[src/rtl/sel_pipe_mux_if.sv]
// Handshake/data bundle for sel_pipe_mux: select inputs, elastic output, flush and error flag.
// The master side drives the inputs and consumes the outputs; the slave side is the mux block.
interface sel_pipe_mux_if #(
    parameter int WIDTH  = 32,
    parameter int NUM_IN = 8,
    parameter int SEL_W  = 3
);
    logic [NUM_IN*WIDTH-1:0] in_bus;
    logic [SEL_W-1:0]        sel;
    logic                    in_valid;
    logic                    in_ready;
    logic [WIDTH-1:0]        out_data;
    logic                    out_valid;
    logic                    out_ready;
    logic                    flush;
    logic                    err_sel;

    modport master (
        output in_bus, sel, in_valid, out_ready, flush,
        input  in_ready, out_data, out_valid, err_sel
    );

    modport slave (
        input  in_bus, sel, in_valid, out_ready, flush,
        output in_ready, out_data, out_valid, err_sel
    );
endinterface

[src/rtl/sel_pipe_mux.sv]
// N-way select mux feeding a two-entry elastic output stage (head + skid register).
// Define SEL_PIPE_MUX_ERR_EN to build the sticky out-of-range select flag on err_sel.
module sel_pipe_mux #(
    parameter int WIDTH  = 32,
    parameter int NUM_IN = 8,
    parameter int SEL_W  = 3
) (
    input logic          clk,
    input logic          rst,
    sel_pipe_mux_if.slave bus
);

    logic [WIDTH-1:0] head_data;
    logic [WIDTH-1:0] skid_data;
    logic [WIDTH-1:0] sel_value;
    logic             head_valid;
    logic             skid_valid;
    logic             push;
    logic             pop;

    // Selects with no matching input fall through to the all-zero default.
    always_comb begin
        sel_value = '0;
        for (int k = 0; k < NUM_IN; k++) begin
            if ({1'b0, bus.sel} == (SEL_W+1)'(k)) begin
                sel_value = bus.in_bus[k*WIDTH +: WIDTH];
            end
        end
    end

    // The skid register is only ever occupied while the head is, so skid_valid means "full".
    assign bus.in_ready  = !bus.flush && !skid_valid;
    assign push          = bus.in_valid && bus.in_ready;
    assign pop           = head_valid && bus.out_ready;
    assign bus.out_data  = head_data;
    assign bus.out_valid = head_valid;

    always_ff @(posedge clk or posedge rst) begin
        if (rst) begin
            head_data  <= '0;
            head_valid <= 1'b0;
            skid_data  <= '0;
            skid_valid <= 1'b0;
        end else if (bus.flush) begin
            head_valid <= 1'b0;
            skid_valid <= 1'b0;
        end else if (pop) begin
            if (skid_valid) begin
                head_data  <= skid_data;
                skid_valid <= 1'b0;
            end else if (push) begin
                head_data  <= sel_value;
            end else begin
                head_valid <= 1'b0;
            end
        end else if (push) begin
            if (!head_valid) begin
                head_data  <= sel_value;
                head_valid <= 1'b1;
            end else begin
                skid_data  <= sel_value;
                skid_valid <= 1'b1;
            end
        end
    end

`ifdef SEL_PIPE_MUX_ERR_EN
    localparam logic [SEL_W:0] NUM_IN_W = (SEL_W+1)'(NUM_IN);
    logic err_q;

    // Sticky until reset or flush; the data path still pushes zeros for the bad select.
    always_ff @(posedge clk or posedge rst) begin
        if (rst) begin
            err_q <= 1'b0;
        end else if (bus.flush) begin
            err_q <= 1'b0;
        end else if (push && ({1'b0, bus.sel} >= NUM_IN_W)) begin
            err_q <= 1'b1;
        end
    end

    assign bus.err_sel = err_q;
`else
    assign bus.err_sel = 1'b0;
`endif

endmodule

[src/flat_wrapper.sv]
// flat-port wrapper written by rule: the top's interface ports become plain ports
module sel_pipe_mux_flat 
#(
    parameter int WIDTH  = 32,
    parameter int NUM_IN = 8,
    parameter int SEL_W  = 3
)
  (clk, rst, bus_in_bus, bus_sel, bus_in_valid, bus_out_ready, bus_flush, bus_in_ready, bus_out_data, bus_out_valid, bus_err_sel);
  sel_pipe_mux_if #(.WIDTH(WIDTH), .NUM_IN(NUM_IN), .SEL_W(SEL_W)) bus_i ();
  input logic clk;
  input logic rst;
  input wire logic [$bits(bus_i.in_bus)-1:0] bus_in_bus;
  input wire logic [$bits(bus_i.sel)-1:0] bus_sel;
  input wire logic [$bits(bus_i.in_valid)-1:0] bus_in_valid;
  input wire logic [$bits(bus_i.out_ready)-1:0] bus_out_ready;
  input wire logic [$bits(bus_i.flush)-1:0] bus_flush;
  output wire logic [$bits(bus_i.in_ready)-1:0] bus_in_ready;
  output wire logic [$bits(bus_i.out_data)-1:0] bus_out_data;
  output wire logic [$bits(bus_i.out_valid)-1:0] bus_out_valid;
  output wire logic [$bits(bus_i.err_sel)-1:0] bus_err_sel;
  assign bus_i.in_bus = bus_in_bus;
  assign bus_i.sel = bus_sel;
  assign bus_i.in_valid = bus_in_valid;
  assign bus_i.out_ready = bus_out_ready;
  assign bus_i.flush = bus_flush;
  assign bus_in_ready = bus_i.in_ready;
  assign bus_out_data = bus_i.out_data;
  assign bus_out_valid = bus_i.out_valid;
  assign bus_err_sel = bus_i.err_sel;
  sel_pipe_mux #(.WIDTH(WIDTH), .NUM_IN(NUM_IN), .SEL_W(SEL_W)) u_core (.clk(clk), .rst(rst), .bus(bus_i));
endmodule
[config.mk]
export PLATFORM = sky130hd
export DESIGN_NAME = sel_pipe_mux_flat
export DESIGN_NICKNAME = d
export VERILOG_FILES = /design/src/rtl/sel_pipe_mux_if.sv /design/src/rtl/sel_pipe_mux.sv /design/src/flat_wrapper.sv
export SDC_FILE = /design/constraint.sdc
export NUM_CORES = 1
export LEC_CHECK = 0
export BUFFER_PORTS_ARGS = -buffer_cell sky130_fd_sc_hd__buf_2
export CORE_ASPECT_RATIO = 2
export CORE_MARGIN = 8
export CORE_UTILIZATION = 45
export DETAILED_ROUTE_END_ITERATION = 8
export PLACE_DENSITY = 0.9
export RECOVER_POWER = 25
export SLEW_MARGIN = 25
export SYNTH_ARGS = -nofsm -noshare
export SYNTH_HDL_FRONTEND = slang
export SYNTH_SLANG_ARGS = --single-unit
[constraint.sdc]
create_clock -name clk -period 2.2 [get_ports clk]
set_input_delay 0.33 -clock clk [delete_from_list [all_inputs] [get_ports clk]]
set_output_delay 0.33 -clock clk [all_outputs]
set_load 0.005 [all_outputs]
# Word-level counts from Yosys, hierarchy flattened
# Index checks and enable logic that the tools add are counted.
[word_totals]
wordCells = 52
register_bits = 66
input_bits = 264
[classes]
n_reduce_logical = 14
n_bitwise = 2
n_eq_ne = 10
mux = 22
[ops]
columns = ["cell", "count"]
rows = [
  ["32-bit two-way mux", 13],
  ["3-bit == test, second input constant", 4],
  ["1-bit two-way mux", 9],
  ["4-bit AND reduction", 2],
  ["3-bit by 2-bit == test with 1-bit output, second input constant", 2],
  ["3-bit != test, second input constant", 2],
  ["3-bit nonzero test", 2],
  ["2-bit nonzero test", 2],
  ["3-bit by 1-bit == test with 1-bit output, second input constant", 1],
  ["1-bit logical AND", 3],
  ["3-bit logical NOT", 1],
  ["3-bit AND reduction", 1],
  ["1-bit logical NOT", 2],
  ["2-bit != test, second input constant", 1],
  ["1-bit inverter", 2],
  ["2-bit AND reduction", 1],
]

# Longest topological paths before layout
# Gate-level depths: netlist of run 1.
[depth]
ltp_word = 12
mapped_depth = 8

# Least setup slack after synthesis of run 1
# No wires, ideal clock.
[synth_path]
path_kind = "input port to flip-flop"
startpoint = "in bus_sel[1]"
endpoint = "reg u_core.head_data[7], in the netlist u_core.bus.out_data[7]"
t_arrival_ps = 1439
cell_stages = 6
n_path_buf = 2
path_slack_ps = 630
path_cell_list = "buf_4 buf_6 mux4_2 nor2b_1 a21oi_1 o211ai_1"
[synth_between]
elab_chain_cells = 12
[synth_rtl]
columns = ["item", "line", "text"]
rows = [
  ["start: declaration", "flat_wrapper.sv:13", "input wire logic [$bits(bus_i.sel)-1:0] bus_sel;"],
  ["3-bit logical NOT", "sel_pipe_mux.sv:25", "if ({1'b0, bus.sel} == (SEL_W+1)'(k)) begin"],
  ["32-bit two-way mux (7 in series)", "sel_pipe_mux.sv:25", ""],
  ["32-bit two-way mux (*)", "sel_pipe_mux.sv:25", ""],
  ["32-bit two-way mux (on tied branches)", "sel_pipe_mux.sv:57, sel_pipe_mux.sv:51", ""],
  ["32-bit two-way mux (on tied branches)", "sel_pipe_mux.sv:56, sel_pipe_mux.sv:48", ""],
  ["32-bit two-way mux (*)", "sel_pipe_mux.sv:47", "end else if (pop) begin"],
  ["end signal: assignment", "sel_pipe_mux.sv:49", "head_data <= skid_data;"],
  ["end signal: assignment", "sel_pipe_mux.sv:52", "head_data <= sel_value;"],
  ["end signal: assignment", "sel_pipe_mux.sv:58", "head_data <= sel_value;"],
  ["end: declaration", "sel_pipe_mux.sv:13", "logic [WIDTH-1:0] head_data;"],
]
# Every way passes the cells marked *; elsewhere a longest branch is shown, timed or not. The select of a mux whose other input is x is not followed.
# A chain may end at the register's enable or synchronous reset.

# Worst setup path in the final report of run 1
[layout_path]
startpoint = "reg u_core.skid_valid"
endpoint = "reg u_core.head_data[2], in the netlist u_core.bus.out_data[2]"
[layout_between]
elab_chain_cells = 5
[layout_rtl]
columns = ["item", "line", "text"]
rows = [
  ["start: declaration", "sel_pipe_mux.sv:17", "logic skid_valid;"],
  ["start signal: assignment", "sel_pipe_mux.sv:43", "skid_valid <= 1'b0;"],
  ["start signal: assignment", "sel_pipe_mux.sv:46", "skid_valid <= 1'b0;"],
  ["start signal: assignment", "sel_pipe_mux.sv:50", "skid_valid <= 1'b0;"],
  ["1-bit logical NOT", "sel_pipe_mux.sv:32", "assign bus.in_ready = !bus.flush && !skid_valid;"],
  ["1-bit logical AND", "sel_pipe_mux.sv:32", ""],
  ["1-bit logical AND", "sel_pipe_mux.sv:33", "assign push = bus.in_valid && bus.in_ready;"],
  ["2-bit nonzero test (no source line)", "n/a", ""],
  ["4-bit AND reduction (no source line)", "n/a", ""],
]
# Parallel ways exist; a longest one is shown, timed or not.

==> run metrics, run 1 <==
P_int 3.17 mW; DRT Wirelength 20300 µm; Die X 91.0 µm; Area contributors post-synth dfrtp_1 (33%), mux2i_1 (22%), a41oi_1 (4.8%); P_sw 1.28 mW; TritonCTS clock tree yes; Least-Margin Pin Slew 1.63 ns; Crit. End Element register; FP Rows 55; TritonCTS Buffers 9; overall global routing resource usage 26.0%; Max clock buf depth 2; DR pass1 iterations 5; CTS sink cnt 66; GPL Wtd Cong 0.859; pre-CTS setup slack 0.334 ns; register area share after synthesis 32.6%; Min Hold Slack 0.259 ns; Ports 299; static leakage 3.28 nW; commonest cells in the netlist mux2i_1 (112), dfrtp_1 (66), nand2_1 (58); status complete, but fails checks; Fmax achieved 0.530 GHz; Die Area 15100 µm²; switching share of power 28.8%; core box area 11100 µm²; RSZ-0062 raised after global routing false; hold depth 2; worst vdd ir 0.000474 V; vias per cell 5.73; min cycle time layout 1.89 ns; RR Startpoint u_core.skid_valid; Die Y 166 µm; via count 5510; Worst-Skew Late Latency 0.32 ns; CTS H-tree depth 3; worst relative slew slack -8.64%; asr flop ratio synth 100%; cell at the root of the clock tree clkbuf_16; failing checks capacitance limit, slew limit; largest area contributor in the netlist dfrtp_1; Hold/Removal Path Class in -> reg; post-CTS resize count 0; YS warnings 0; share of cells above drive strength 1 41.6%; combinational fraction of design power 30.2%; post-CTS setup buffers 0; CP Class reg -> reg; synthesized area 5060 µm²; top_reg_cell synth dfrtp_1; Worst Hold Path EP u_core.skid_valid; clock share of power 31.5%; CP max FO 65; Synth Net Count 802; vias in the first global route 5699; arrival time at the worst endpoint 2.05 ns; Reg power frac 38.3%; CP Launch Type register; Yosys top cell area share 32.6%; end of the worst register-to-register path u_core.bus.out_data[2]; Congestion Overflow GR 0; setup ws final 0.313 ns; Max Slew Vio Count 67; count of nets after finishing 1072; synthesis-stage register bit count 66; Iter 0 DRT Violations 470; Max-cap violations 1; Detail Placement HPWL 16500 µm; Final Core Density 62.2%; largest net degree at the start of global routing 67; R2R depth 5; r2r setup slk 0.31 ns; Final Hold Violating Endpoints 0; drt drc 0; hold path startpoint bus_out_ready; hold buffers post-CTS 0; Avg Cell Area, Syn 9.41 µm²; first-pass GRT wire length 31000 µm; Cell variety after synth 27; most numerous cell in the Yosys netlist mux2i_1; Mapped Cells 538; clock edge transition at the registers on the reported setup and hold paths 0.05 ns; fin crit share 85.8%; antenna violations before repair 13; wire per inst 21.2 µm; area growth from synthesis to layout 37.0%; initial core utilization 45.4%; Post-synth EDFFs 0; setup TNS 0 ns; setup violators final 0; WP data required 2.37 ns; clk_skew 0.00992 ns; Detail Route Antenna Nets 0; count of input and output buffers 297; pwr dens 641 nW/µm²
## worst max path at each step
stage	startpoint	endpoint	slack, ns	depth (start not counted)
5_1_grt	u_core.bus.out_valid	u_core.bus.out_data[7]	0.20	5
4_1_cts	u_core.bus.out_valid	u_core.bus.out_data[2]	0.32	5
3_3_place_gp	bus_sel[1]	u_core.bus.out_data[11]	0.44	6
6_report	u_core.skid_valid	u_core.bus.out_data[2]	0.31	5
3_5_place_dp	u_core.bus.out_valid	u_core.bus.out_data[19]	0.33	5
2_1_floorplan	rst	u_core.bus.out_data[0]	0.22	1
## cell families after synthesis
logic type / Yosys count / share of synthesized area (%)
AND/OR/NAND/NOR: 166 / 16.6
multiplexers: 120 / 25.7
AO/OA/AOI/OAI: 129 / 18.7
other: 1 / 0.0740
buffers and inverters: 56 / 6.28
flip-flops: 66 / 32.6
## layout make-up
| class | count | area (µm²) |
|---|---|---|
| fillers | 994 | 4210 |
| multi-input cells | 416 | 3120 |
| repair buffers | 313 | 1670 |
| flip-flops and latches | 66 | 1650 |
| clock buffers | 14 | 264 |
| well taps | 142 | 178 |
| clock inverters | 2 | 35.0 |
| diodes | 6 | 15.0 |
| inverters | 2 | 7.51 |
## critical path, cell delays in order (launching register included)
cell,delay (ns)
dfrtp_1,0.44
nand2b_1,0.25
a221oi_4,0.30
buf_12,0.36
mux2i_1,0.28
a41oi_1,0.07
## state kept, by name, summed over array words and instances, names as in the netlist
name / cells
u_core.skid_valid: 1
u_core.skid_data: 32
u_core.bus.out_valid: 1
u_core.bus.out_data: 32
## power groups by stage
stage               clock (mW)  sequential, mW  combinational [mW]
floorplan                    0            1.69               0.773
global placement             0            1.69                1.30
detailed placement           0            1.71                1.34
CTS                       1.42            1.69                1.35
global route              1.46            1.73                1.48
finish                    1.40            1.70                1.34
## stage by stage
stage               std cells  cell area (µm²)  total power, mW
floorplan                 538             5060             2.46
CTS                       955             6940             4.46
detailed placement        939             6640             3.05
global placement          939             6640             2.99
finish                    961             6940             4.45
global route              957             6930             4.67
## placed cells by master (no fill, tap or decap), types with 28 or more instances in the layout
| cell type | instances |
|---|---|
| dfrtp_1 | 66 |
| a22oi_1 | 28 |
| nor2_1 | 33 |
| a41oi_1 | 28 |
| nand2b_1 | 33 |
| o211ai_1 | 32 |
| a31oi_1 | 28 |
| nand2_1 | 58 |
| nand3b_1 | 28 |
| buf_2 | 296 |
| mux2i_1 | 112 |
## layer usage
| metal | track usage (%) | wire, µm |
|---|---|---|
| met5 | 0 | 111 |
| met2 | 39.0 | 9020 |
| met3 | 11.5 | 2440 |
| met1 | 33.1 | 8410 |
| met4 | 6.82 | 352 |
Note: power is estimated with default switching activity, not from simulation.
==> run 2: changes to the inputs <==
--- a/config.mk
+++ b/config.mk
@@ -5,12 +5,13 @@
 export SDC_FILE = /design/constraint.sdc
 export NUM_CORES = 1
 export LEC_CHECK = 0
+export ABC_AREA = 1
 export BUFFER_PORTS_ARGS = -buffer_cell sky130_fd_sc_hd__buf_2
 export CORE_ASPECT_RATIO = 2
 export CORE_MARGIN = 8
-export CORE_UTILIZATION = 45
+export CORE_UTILIZATION = 46
 export DETAILED_ROUTE_END_ITERATION = 8
-export PLACE_DENSITY = 0.9
+export PLACE_DENSITY = 0.91
 export RECOVER_POWER = 25
 export SLEW_MARGIN = 25
 export SYNTH_ARGS = -nofsm -noshare
==> constraint.sdc (replaced) <==
create_clock -name clk -period 2.2 [get_ports clk]
set_input_delay 0.11 -clock clk [delete_from_list [all_inputs] [get_ports clk]]
set_output_delay 0.11 -clock clk [all_outputs]
set_load 0.005 [all_outputs]
==> run metrics, run 2 <==
count of input and output buffers 297; FF/Latch Area 1650 µm²; vias in the first global route 7582; asr flop ratio synth 100%; post-CTS setup buffers 0; Max Slew Vio Count 0; setup violators final 0; CP Class reg -> reg; largest area contributor in the netlist dfrtp_1; vias per cell 5.59; combinational fraction of design power 36.4%; top_reg_cell synth dfrtp_1; setup TNS 0 ns; commonest cells in the netlist nand2_1 (286), nor2_1 (176), nand4_1 (96); largest net degree at the start of global routing 73; Setup crit start u_core.bus.out_valid; end of the worst register-to-register path u_core.bus.out_data[7]; first-pass GRT wire length 39000 µm; status finished, final reports clean; clk_skew 0.00448 ns; RR Startpoint u_core.bus.out_valid; CTS sink cnt 66; Hold/Removal Path Class in -> reg; Die Area 15600 µm²; commonest non-fill, non-tap cell in the layout nand2_1; Post-synth EDFFs 0; FP Rows 56; Cell variety after synth 26; CP Launch Type register; Worst-Skew Late Latency 0.33 ns; synthesized area 5370 µm²; Final Hold Violating Endpoints 0; WP data required 2.46 ns; Min Hold Slack 0.0682 ns; most frequent cells in the layout nand2_1 (286), buf_2 (284), nor2_1 (176); crit path to u_core.bus.out_data[7]; switching share of power 37.5%; synthesis-stage register bit count 66; clock edge transition at the registers on the reported setup and hold paths 0.05 ns; RSZ-0062 raised after global routing false; Reg power frac 39.3%; pwr dens 744 nW/µm²; CTS H-tree depth 3; drt drc 0; Crit. End Element register; min cycle time layout 1.88 ns; most numerous cell in the Yosys netlist nand2_1; Least-Margin Pin Slew 1.17 ns; TritonCTS Buffers 9; Iter 0 DRT Violations 449; via count 7344; P_sw 2.00 mW; initial core utilization 46.5%; P_int 3.33 mW; Congestion Overflow GR 0; static leakage 4.09 nW; DR pass1 iterations 5; TritonCTS clock tree yes; Ports 299; area of the multi-input gates 3160 µm²; area growth from synthesis to layout 33.4%; Yosys top cell area share 30.7%; Mapped Cells 901; Area contributors post-synth dfrtp_1 (31%), nand2_1 (20%), nor2_1 (12%); clock share of power 24.3%; Die Y 169 µm; antenna violations before repair 2; cell at the root of the clock tree clkbuf_16; Fmax achieved 0.532 GHz; r2r setup slk 0.32 ns; core box area 11600 µm²; worst relative slew slack 21.8%; Fillers 1115; GPL Wtd Cong 0.997; share of cells above drive strength 1 30.1%; count of nets after finishing 1425; Synth Net Count 1165; Detail Route Antenna Nets 0; Max clock buf depth 2; register area share after synthesis 30.7%; arrival time at the worst endpoint 2.14 ns; Detail Placement HPWL 19500 µm; fin crit share 85.4%; CP max FO 64; worst vdd ir 0.000503 V; overall global routing resource usage 32.0%; DRT Wirelength 25100 µm; wire per inst 19.1 µm; Avg Cell Area, Syn 5.96 µm²; Die X 92.4 µm; R2R depth 9; Max-cap violations 0; YS warnings 0
==> run 2: cell types whose count changed in the layout (fill, tap and decap cells not counted), moves of 32 or more <==
cell      delta
nand2_1    +228
nor2_1     +143
mux2i_1    -112
nand4_1     +96
nand3_1     +61
inv_1       +60
nand2b_1    -33
o211ai_1    -32
==> run 2: how the worst min path moves through the flow <==
stage | cells past startpoint | slack, ns | startpoint | endpoint
floorplan | 1 | 0.24 | bus_flush | bus_in_ready
global placement | 2 | 0.23 | rst | u_core.bus.out_data[20]
detailed placement | 2 | 0.23 | rst | u_core.skid_data[20]
CTS | 3 | 0.07 | bus_in_bus[227] | u_core.skid_data[3]
global route | 3 | 0.08 | bus_in_bus[225] | u_core.skid_data[1]
finish | 3 | 0.07 | bus_in_bus[225] | u_core.skid_data[1]
==> run 2: worst max-delay path: stages, from the launching register on <==
cell and delay [ns]:
dfrtp_1 0.40, nand2_1 0.10, nor2_1 0.13, inv_2 0.05
o21ai_0 0.33, o21ai_4 0.09, buf_4 0.33, nor2_1 0.20
nand2_1 0.08, nand2_1 0.07
==> run 2: routing by layer <==
metal  vias up  track usage, %  wire (µm)
met4         0            24.7       2130
li1       3437               -          -
met3       113            10.1       2800
met5         -               0          0
met2       551            52.2      11600
met1      3243            33.1       8630
==> run 2: final cells by class <==
type | instances | share of cell area (%)
clock inverter | 6 | 0.454
sequential | 66 | 23.1
multi-input combinational | 698 | 44.0
clock buffer | 10 | 3.34
antenna | 2 | 0.0699
timing repair buffer | 314 | 22.7
tap | 145 | 2.53
inverter | 72 | 3.77
==> run 2: stage by stage <==
step	std cells	util, %	total power, mW	instance area (µm²)	setup slack [ns]
finish	1313	62.0	5.33	7160	0.320
global route	1313	62.0	5.69	7160	0.157
CTS	1311	62.1	5.35	7180	0.328
detailed placement	1294	59.6	4.04	6890	0.125
global placement	1293	59.5	3.96	6880	0.102
floorplan	901	-	3.09	5370	0.435
==> run 2: cells by family (layout without fill, tap and decap cells) <==
| kind of cell | count (synthesis) | in the layout | synth area share (%) |
|---|---|---|---|
| and+or+nand+nor | 655 | 655 | 53.4 |
| buffers and inverters | 137 | 402 | 11.1 |
| other | 1 | 3 | 0.0698 |
| AOI/OAI and AO/OA | 42 | 42 | 4.71 |
| DFF | 66 | 66 | 30.7 |
==> run 2: power groups by stage <==
| stage | Sequential (mW) | Clock [mW] | Combinational [mW] |
|---|---|---|---|
| after global routing | 2.15 | 1.37 | 2.18 |
| after detailed placement | 2.08 | 0 | 1.95 |
| after floorplan | 2.05 | 0 | 1.04 |
| final | 2.10 | 1.29 | 1.94 |
| after CTS | 2.08 | 1.30 | 1.97 |
| after global placement | 2.07 | 0 | 1.89 |
==> run 2: timing repair <==
action | CTS | global route
hold buffers | 1 | 0
hold endpoints to repair | 28 | 0
gates resized for setup | 0 | 0
